===== src/rtl/alu_seq_pkg.sv =====
// Shared types for the ALU sequencer:
// opcodes, FSM states and ALU control codes.
package alu_seq_pkg;

    typedef enum logic [2:0] {
        OP_ADD = 3'b000,
        OP_SUB = 3'b001,
        OP_AND = 3'b010,
        OP_OR  = 3'b011,
        OP_MUL = 3'b100
    } op_e;

    typedef enum logic [1:0] {
        S_IDLE = 2'b00,
        S_EXEC = 2'b01,
        S_MUL  = 2'b10,
        S_RESP = 2'b11
    } state_e;

    localparam logic [1:0] ALUC_ADD = 2'b00;
    localparam logic [1:0] ALUC_SUB = 2'b01;
    localparam logic [1:0] ALUC_AND = 2'b10;
    localparam logic [1:0] ALUC_OR  = 2'b11;

endpackage


===== src/rtl/alu_sequencer.sv =====
// Command sequencer around an external combinational ALU.
// Single ops take one ALU cycle; MUL is shift-add over n cycles.
module alu_sequencer
    import alu_seq_pkg::*;
#(
    parameter int n = 32
) (
    input  logic         clk,
    input  logic         rst,
    input  logic         cmd_valid,
    output logic         cmd_ready,
    input  logic [2:0]   cmd_op,
    input  logic [n-1:0] cmd_a,
    input  logic [n-1:0] cmd_b,
    output logic         rsp_valid,
    input  logic         rsp_ready,
    output logic [n-1:0] rsp_num,
    output logic         rsp_neg,
    output logic         rsp_cero,
    output logic         rsp_carry,
    output logic         rsp_err,
    output logic [n-1:0] alu_src1,
    output logic [n-1:0] alu_src2,
    output logic [1:0]   alu_control,
    input  logic [n-1:0] alu_num,
    input  logic         alu_neg,
    input  logic         alu_cero,
    input  logic         alu_carry
);

    localparam int CW = $clog2(n) + 1;
    localparam logic [CW-1:0] LAST = CW'(n - 1);

    state_e        state;
    logic [1:0]    op_q;
    logic [n-1:0]  acc;
    logic [n-1:0]  mcand;
    logic [n-1:0]  mplier;
    logic [CW-1:0] cnt;
    logic [n-1:0]  acc_next;

    // mcand/mplier double as the a/b operands for single ops
    assign cmd_ready = (state == S_IDLE);
    assign acc_next  = mplier[0] ? alu_num : acc;

    // Drive the ALU only while an operation is in flight
    always_comb begin
        alu_src1    = '0;
        alu_src2    = '0;
        alu_control = ALUC_ADD;
        unique case (state)
            S_EXEC: begin
                alu_src1    = mcand;
                alu_src2    = mplier;
                alu_control = op_q;
            end
            S_MUL: begin
                alu_src1    = acc;
                alu_src2    = mcand;
                alu_control = ALUC_ADD;
            end
            default: ;
        endcase
    end

    // Sequencer FSM with registered response outputs
    always_ff @(posedge clk) begin
        if (rst) begin
            state     <= S_IDLE;
            op_q      <= ALUC_ADD;
            acc       <= '0;
            mcand     <= '0;
            mplier    <= '0;
            cnt       <= '0;
            rsp_valid <= 1'b0;
            rsp_num   <= '0;
            rsp_neg   <= 1'b0;
            rsp_cero  <= 1'b0;
            rsp_carry <= 1'b0;
            rsp_err   <= 1'b0;
        end else begin
            unique case (state)
                S_IDLE: begin
                    if (cmd_valid) begin
                        op_q   <= cmd_op[1:0];
                        mcand  <= cmd_a;
                        mplier <= cmd_b;
                        acc    <= '0;
                        cnt    <= '0;
                        if (!cmd_op[2]) begin
                            state <= S_EXEC;
                        end else if (cmd_op == OP_MUL) begin
                            state <= S_MUL;
                        end else begin
                            state     <= S_RESP;
                            rsp_valid <= 1'b1;
                            rsp_num   <= '0;
                            rsp_neg   <= 1'b0;
                            rsp_cero  <= 1'b0;
                            rsp_carry <= 1'b0;
                            rsp_err   <= 1'b1;
                        end
                    end
                end
                S_EXEC: begin
                    state     <= S_RESP;
                    rsp_valid <= 1'b1;
                    rsp_num   <= alu_num;
                    rsp_neg   <= alu_neg;
                    rsp_cero  <= alu_cero;
                    rsp_carry <= alu_carry;
                    rsp_err   <= 1'b0;
                end
                S_MUL: begin
                    acc    <= acc_next;
                    mcand  <= mcand << 1;
                    mplier <= mplier >> 1;
                    cnt    <= cnt + 1'b1;
                    if (cnt == LAST) begin
                        state     <= S_RESP;
                        rsp_valid <= 1'b1;
                        rsp_num   <= acc_next;
                        rsp_neg   <= 1'b0;
                        rsp_cero  <= (acc_next == '0);
                        rsp_carry <= 1'b0;
                        rsp_err   <= 1'b0;
                    end
                end
                S_RESP: begin
                    if (rsp_ready) begin
                        state     <= S_IDLE;
                        rsp_valid <= 1'b0;
                    end
                end
                default: state <= S_IDLE;
            endcase
        end
    end

endmodule

===== config.mk =====
export PLATFORM = sky130hd
export DESIGN_NAME = alu_sequencer
export DESIGN_NICKNAME = d
export VERILOG_FILES = /design/src/rtl/alu_seq_pkg.sv /design/src/rtl/alu_sequencer.sv
export SDC_FILE = /design/constraint.sdc
export NUM_CORES = 1
export LEC_CHECK = 0
export ABC_AREA = 1
export CORE_MARGIN = 1
export CORE_UTILIZATION = 48
export CTS_CLUSTER_SIZE = 16
export DETAILED_ROUTE_END_ITERATION = 7
export GPL_ROUTABILITY_DRIVEN = 0
export MAX_ROUTING_LAYER = met4
export PLACE_DENSITY = 0.86
export SYNTH_ARGS = -nofsm -noshare
export SYNTH_HDL_FRONTEND = slang
export SYNTH_SLANG_ARGS = --single-unit

===== constraint.sdc =====
create_clock -name clk -period 2.4 [get_ports clk]
set_input_delay 0.72 -clock clk [delete_from_list [all_inputs] [get_ports clk]]
set_output_delay 0.72 -clock clk [all_outputs]
set_load 0.02 [all_outputs]

==> metrics.txt <==
Reg2Reg Depth=12; CP max FO=12; pin count of the biggest net entering global routing=103; Final Hold Viols=0; Ys Warns=0; layout cells sized above 1=between 20% and 30%; vias per cell=5.89; clock buffer count from CTS=17; Met3 Routed Length=2.61 mm; M1 WL=11.4 mm; vias in the first global route=8632; # IOs=210; Synth Cell Area=7430 um^2; Seq/Total Area, Yosys=38.5%; Setup crit end kind=primary output; post-synth cell types=26; hold path cells=2; Switch Pwr=6.15 mW; failing checks=setup timing; FP Rows=45; Antenna Cells=0; startpoint types=flip-flop; Layout Nets=1483; Required @ worst endpoint=~1.7 ns; Hold EP=rsp_num[13]; Hold Crit Class=reg -> reg; worst-skew pair later-pin latency=0.44 ns; combinational share of power=54.5%; outcome=finished with violations; clock power share=21.5%; R2R Setup Slk=0.07 ns; hold-fix buffers at CTS=0; drt wl/cell=18.0 um; Horiz. Die Dim=~130 um; # port buffers=around 210; length of the first detailed-routing pass in iterations=6; Worst Hold Launch=rsp_num[13]; GRT Total Usage=35.4%; Die Area=approximately 16000 um^2; Gate Count Post-Synth=1156; sequential power share=24.1%; final worst path period need=2.55 ns; post-DP HPWL=17.5 mm; Post-DRT Antenna Nets=0; chip height=126 um; RR Startpoint=state[1]; filler cell count=a little over 1000; overall power=about 14 mW; met2 wire len=approximately 13 mm; initial antenna violation count=0; Worst-Margin Slew=around 1.1 ns; Max Slew Vio Count=0; Peak VDD IR=806 uV; final worst setup slack=-0.146 ns; total grt overflow=0; Synth Area per Inst=6.43 um^2; Crit Path Class=reg -> out; Clock transition at path regs=0.06 ns; Mapped Nets=1269; first-pass GRT wire length=43.6 mm; Clock Sinks=143; crit path DAT=1.83 ns; initial detailed-routing violation count=924; Core Footprint=15100 um^2; Via Count=~9200; crit path cell chain=buf_6 -> ha_4 -> buf_4 -> buf_12 -> nand2_1 -> a21oi_2 -> buf_4; Post-Route WL=28.2 mm; period utilisation layout=106%; max layer used=met4; RSZ-0062 raised after global routing=yes; clock tree buffer depth=2; Final setup viols=64; CTS tree=yes; achievable clock frequency=393 MHz; CTS Root Buffer Type=clkbuf_16; Sw Ratio=44.4%; Pleak=approximately 4.7 nW; CP dominant cell by count=buf_4; Final Skew=0.00688 ns; H-tree depth=4; DRC violations left=0; Synth Register Bits=143; Pint=7.72 mW; r2r endpoint=mcand[28]; Slowest-stage cell, CP=dfxtp_2; Area Overhead vs Synth=57.0%; Initial Util=49.0%; slowest stage delay, CP=between 0.3 and 0.4 ns; max-cap violations=0; PwrDens=1190 nW/um^2; Final Util=77.0%; worst relative slew slack=between 20% and 30%
==> worst max-delay path, delay by kind of cell, from the launching register on <==
family / cells / cell delay, ns
adders and majority gates: 1 / 0.19
AOI/OAI and AO/OA: 1 / 0.19
and+or+nand+nor: 1 / 0.08
buffers and inverters: 4 / 0.55
DFF: 1 / 0.37
==> stage by stage <==
stage	hold WS (ns)	area, um^2	setup slack, ns	setup TNS, ns	instances
2_1_floorplan	0.454	7480	-0.0380	-1.88	1156
3_3_place_gp	0.451	9980	-0.153	-4.58	1510
3_5_place_dp	0.455	9980	-0.177	-7.08	1510
4_1_cts	0.464	11300	-0.146	-4.74	1563
5_1_grt	0.479	11700	-0.175	-6.46	1571
6_report	0.463	11700	-0.146	-4.29	1571
==> power by group through the flow <==
stage	clock [mW]	sequential, mW	combinational, mW
finish	2.98	3.34	7.56
global route	3.09	3.38	7.98
CTS	2.97	3.28	7.17
detailed placement	0	3.29	5.80
global placement	0	3.27	5.69
floorplan	0	3.24	3.53
==> synthesized netlist by cell type <==
cell type  number  share of area (%)
nand2_1       458                 23
a21oi_1       146                9.8
dfxtp_1       143                 39
clkbuf_1       64                3.2
a31oi_1        59                5.0
o21ai_0        57                3.8
inv_1          53                2.7
nand3_1        51                3.4
nor2_1         35                1.8
o22ai_1        18                1.5
buf_2          14               0.94
nand4_1        14                1.2
buf_1          13               0.66
a22o_1          8               0.94
ha_1            7                1.2
buf_6           3               0.45
o21ai_1         3               0.20
nor3b_1         2               0.20
a211oi_1        1               0.10
and3_1          1              0.084
inv_2           1              0.050
nand3_4         1               0.24
nor2_8          1               0.27
o31ai_4         1               0.29
o32a_1          1               0.13
xnor2_1         1               0.12
==> registers in the layout, indices dropped and copies added, names as in the netlist, 2 cells and up <==
signal and flops:
rsp_num 32, state 2, acc 32, op_q 2, mcand 32, cnt 6
mplier 32
==> layout by cell type, fill, tap and decap left out, drive strengths merged <==
| cell type | instances |
|---|---|
| clkinvlp | 3 |
| nand4 | 14 |
| bufbuf | 1 |
| xnor2 | 1 |
| buf | 143 |
| inv | 58 |
| a21oi | 146 |
| o32a | 1 |
| dlymetal6s2s | 1 |
| bufinv | 5 |
| nand3 | 52 |
| clkbuf | 20 |
| o31ai | 1 |
| nor3b | 2 |
| a31oi | 59 |
| ha | 7 |
| nor2 | 36 |
| a211oi | 1 |
| and3 | 1 |
| o21ai | 60 |
| clkinv | 3 |
| o22ai | 18 |
| dfxtp | 143 |
| a22o | 8 |
| nand2 | 458 |
| clkdlybuf4s50 | 141 |
==> logic make-up (layout without fill, tap and decap cells) <==
group | Yosys count | in the layout | share of synthesized area, %
buf+inv | 148 | 375 | 8.02
simple gates | 563 | 563 | 30.3
xor+xnor | 1 | 1 | 0.118
fa+ha+maj | 7 | 7 | 1.18
compound gates | 294 | 294 | 21.8
flops | 143 | 143 | 38.5
==> what timing repair did <==
item                                    in CTS  in global routing
pin swaps                                   36                 42
endpoints found under the setup margin      67                110
cloned                                       9                  1
gates resized for setup                    442                 84
setup buffers                               12                 10
==> how the worst max path moves through the flow <==
stage / from / to / cells after the start
4_1_cts: state[1] / alu_src2[11] / 8
6_report: state[1] / alu_src1[14] / 7
3_3_place_gp: state[0] / alu_src1[18] / 6
3_5_place_dp: state[0] / alu_src1[18] / 6
5_1_grt: state[1] / alu_src1[14] / 7
2_1_floorplan: state[0] / alu_src1[13] / 7
==> layer usage <==
metal	global-route usage, %	vias to the layer above
met3	6.83	100
met2	55.6	613
met1	43.4	4254
met4	17.7	0
met5	-	-
li1	-	4281
==> cell type report <==
class | instances | area [um^2] | share of cell area, %
clock buffers | 17 | 425 | 3.65
clock inverters | 15 | 230 | 1.97
well taps | 188 | 235 | 2.02
repair buffers | 289 | 3030 | 26.0
flip-flops and latches | 143 | 2870 | 24.6
multi-input cells | 865 | 4660 | 39.9
inverters | 54 | 215 | 1.84
No activity file was read; power rests on OpenSTA's default activity.
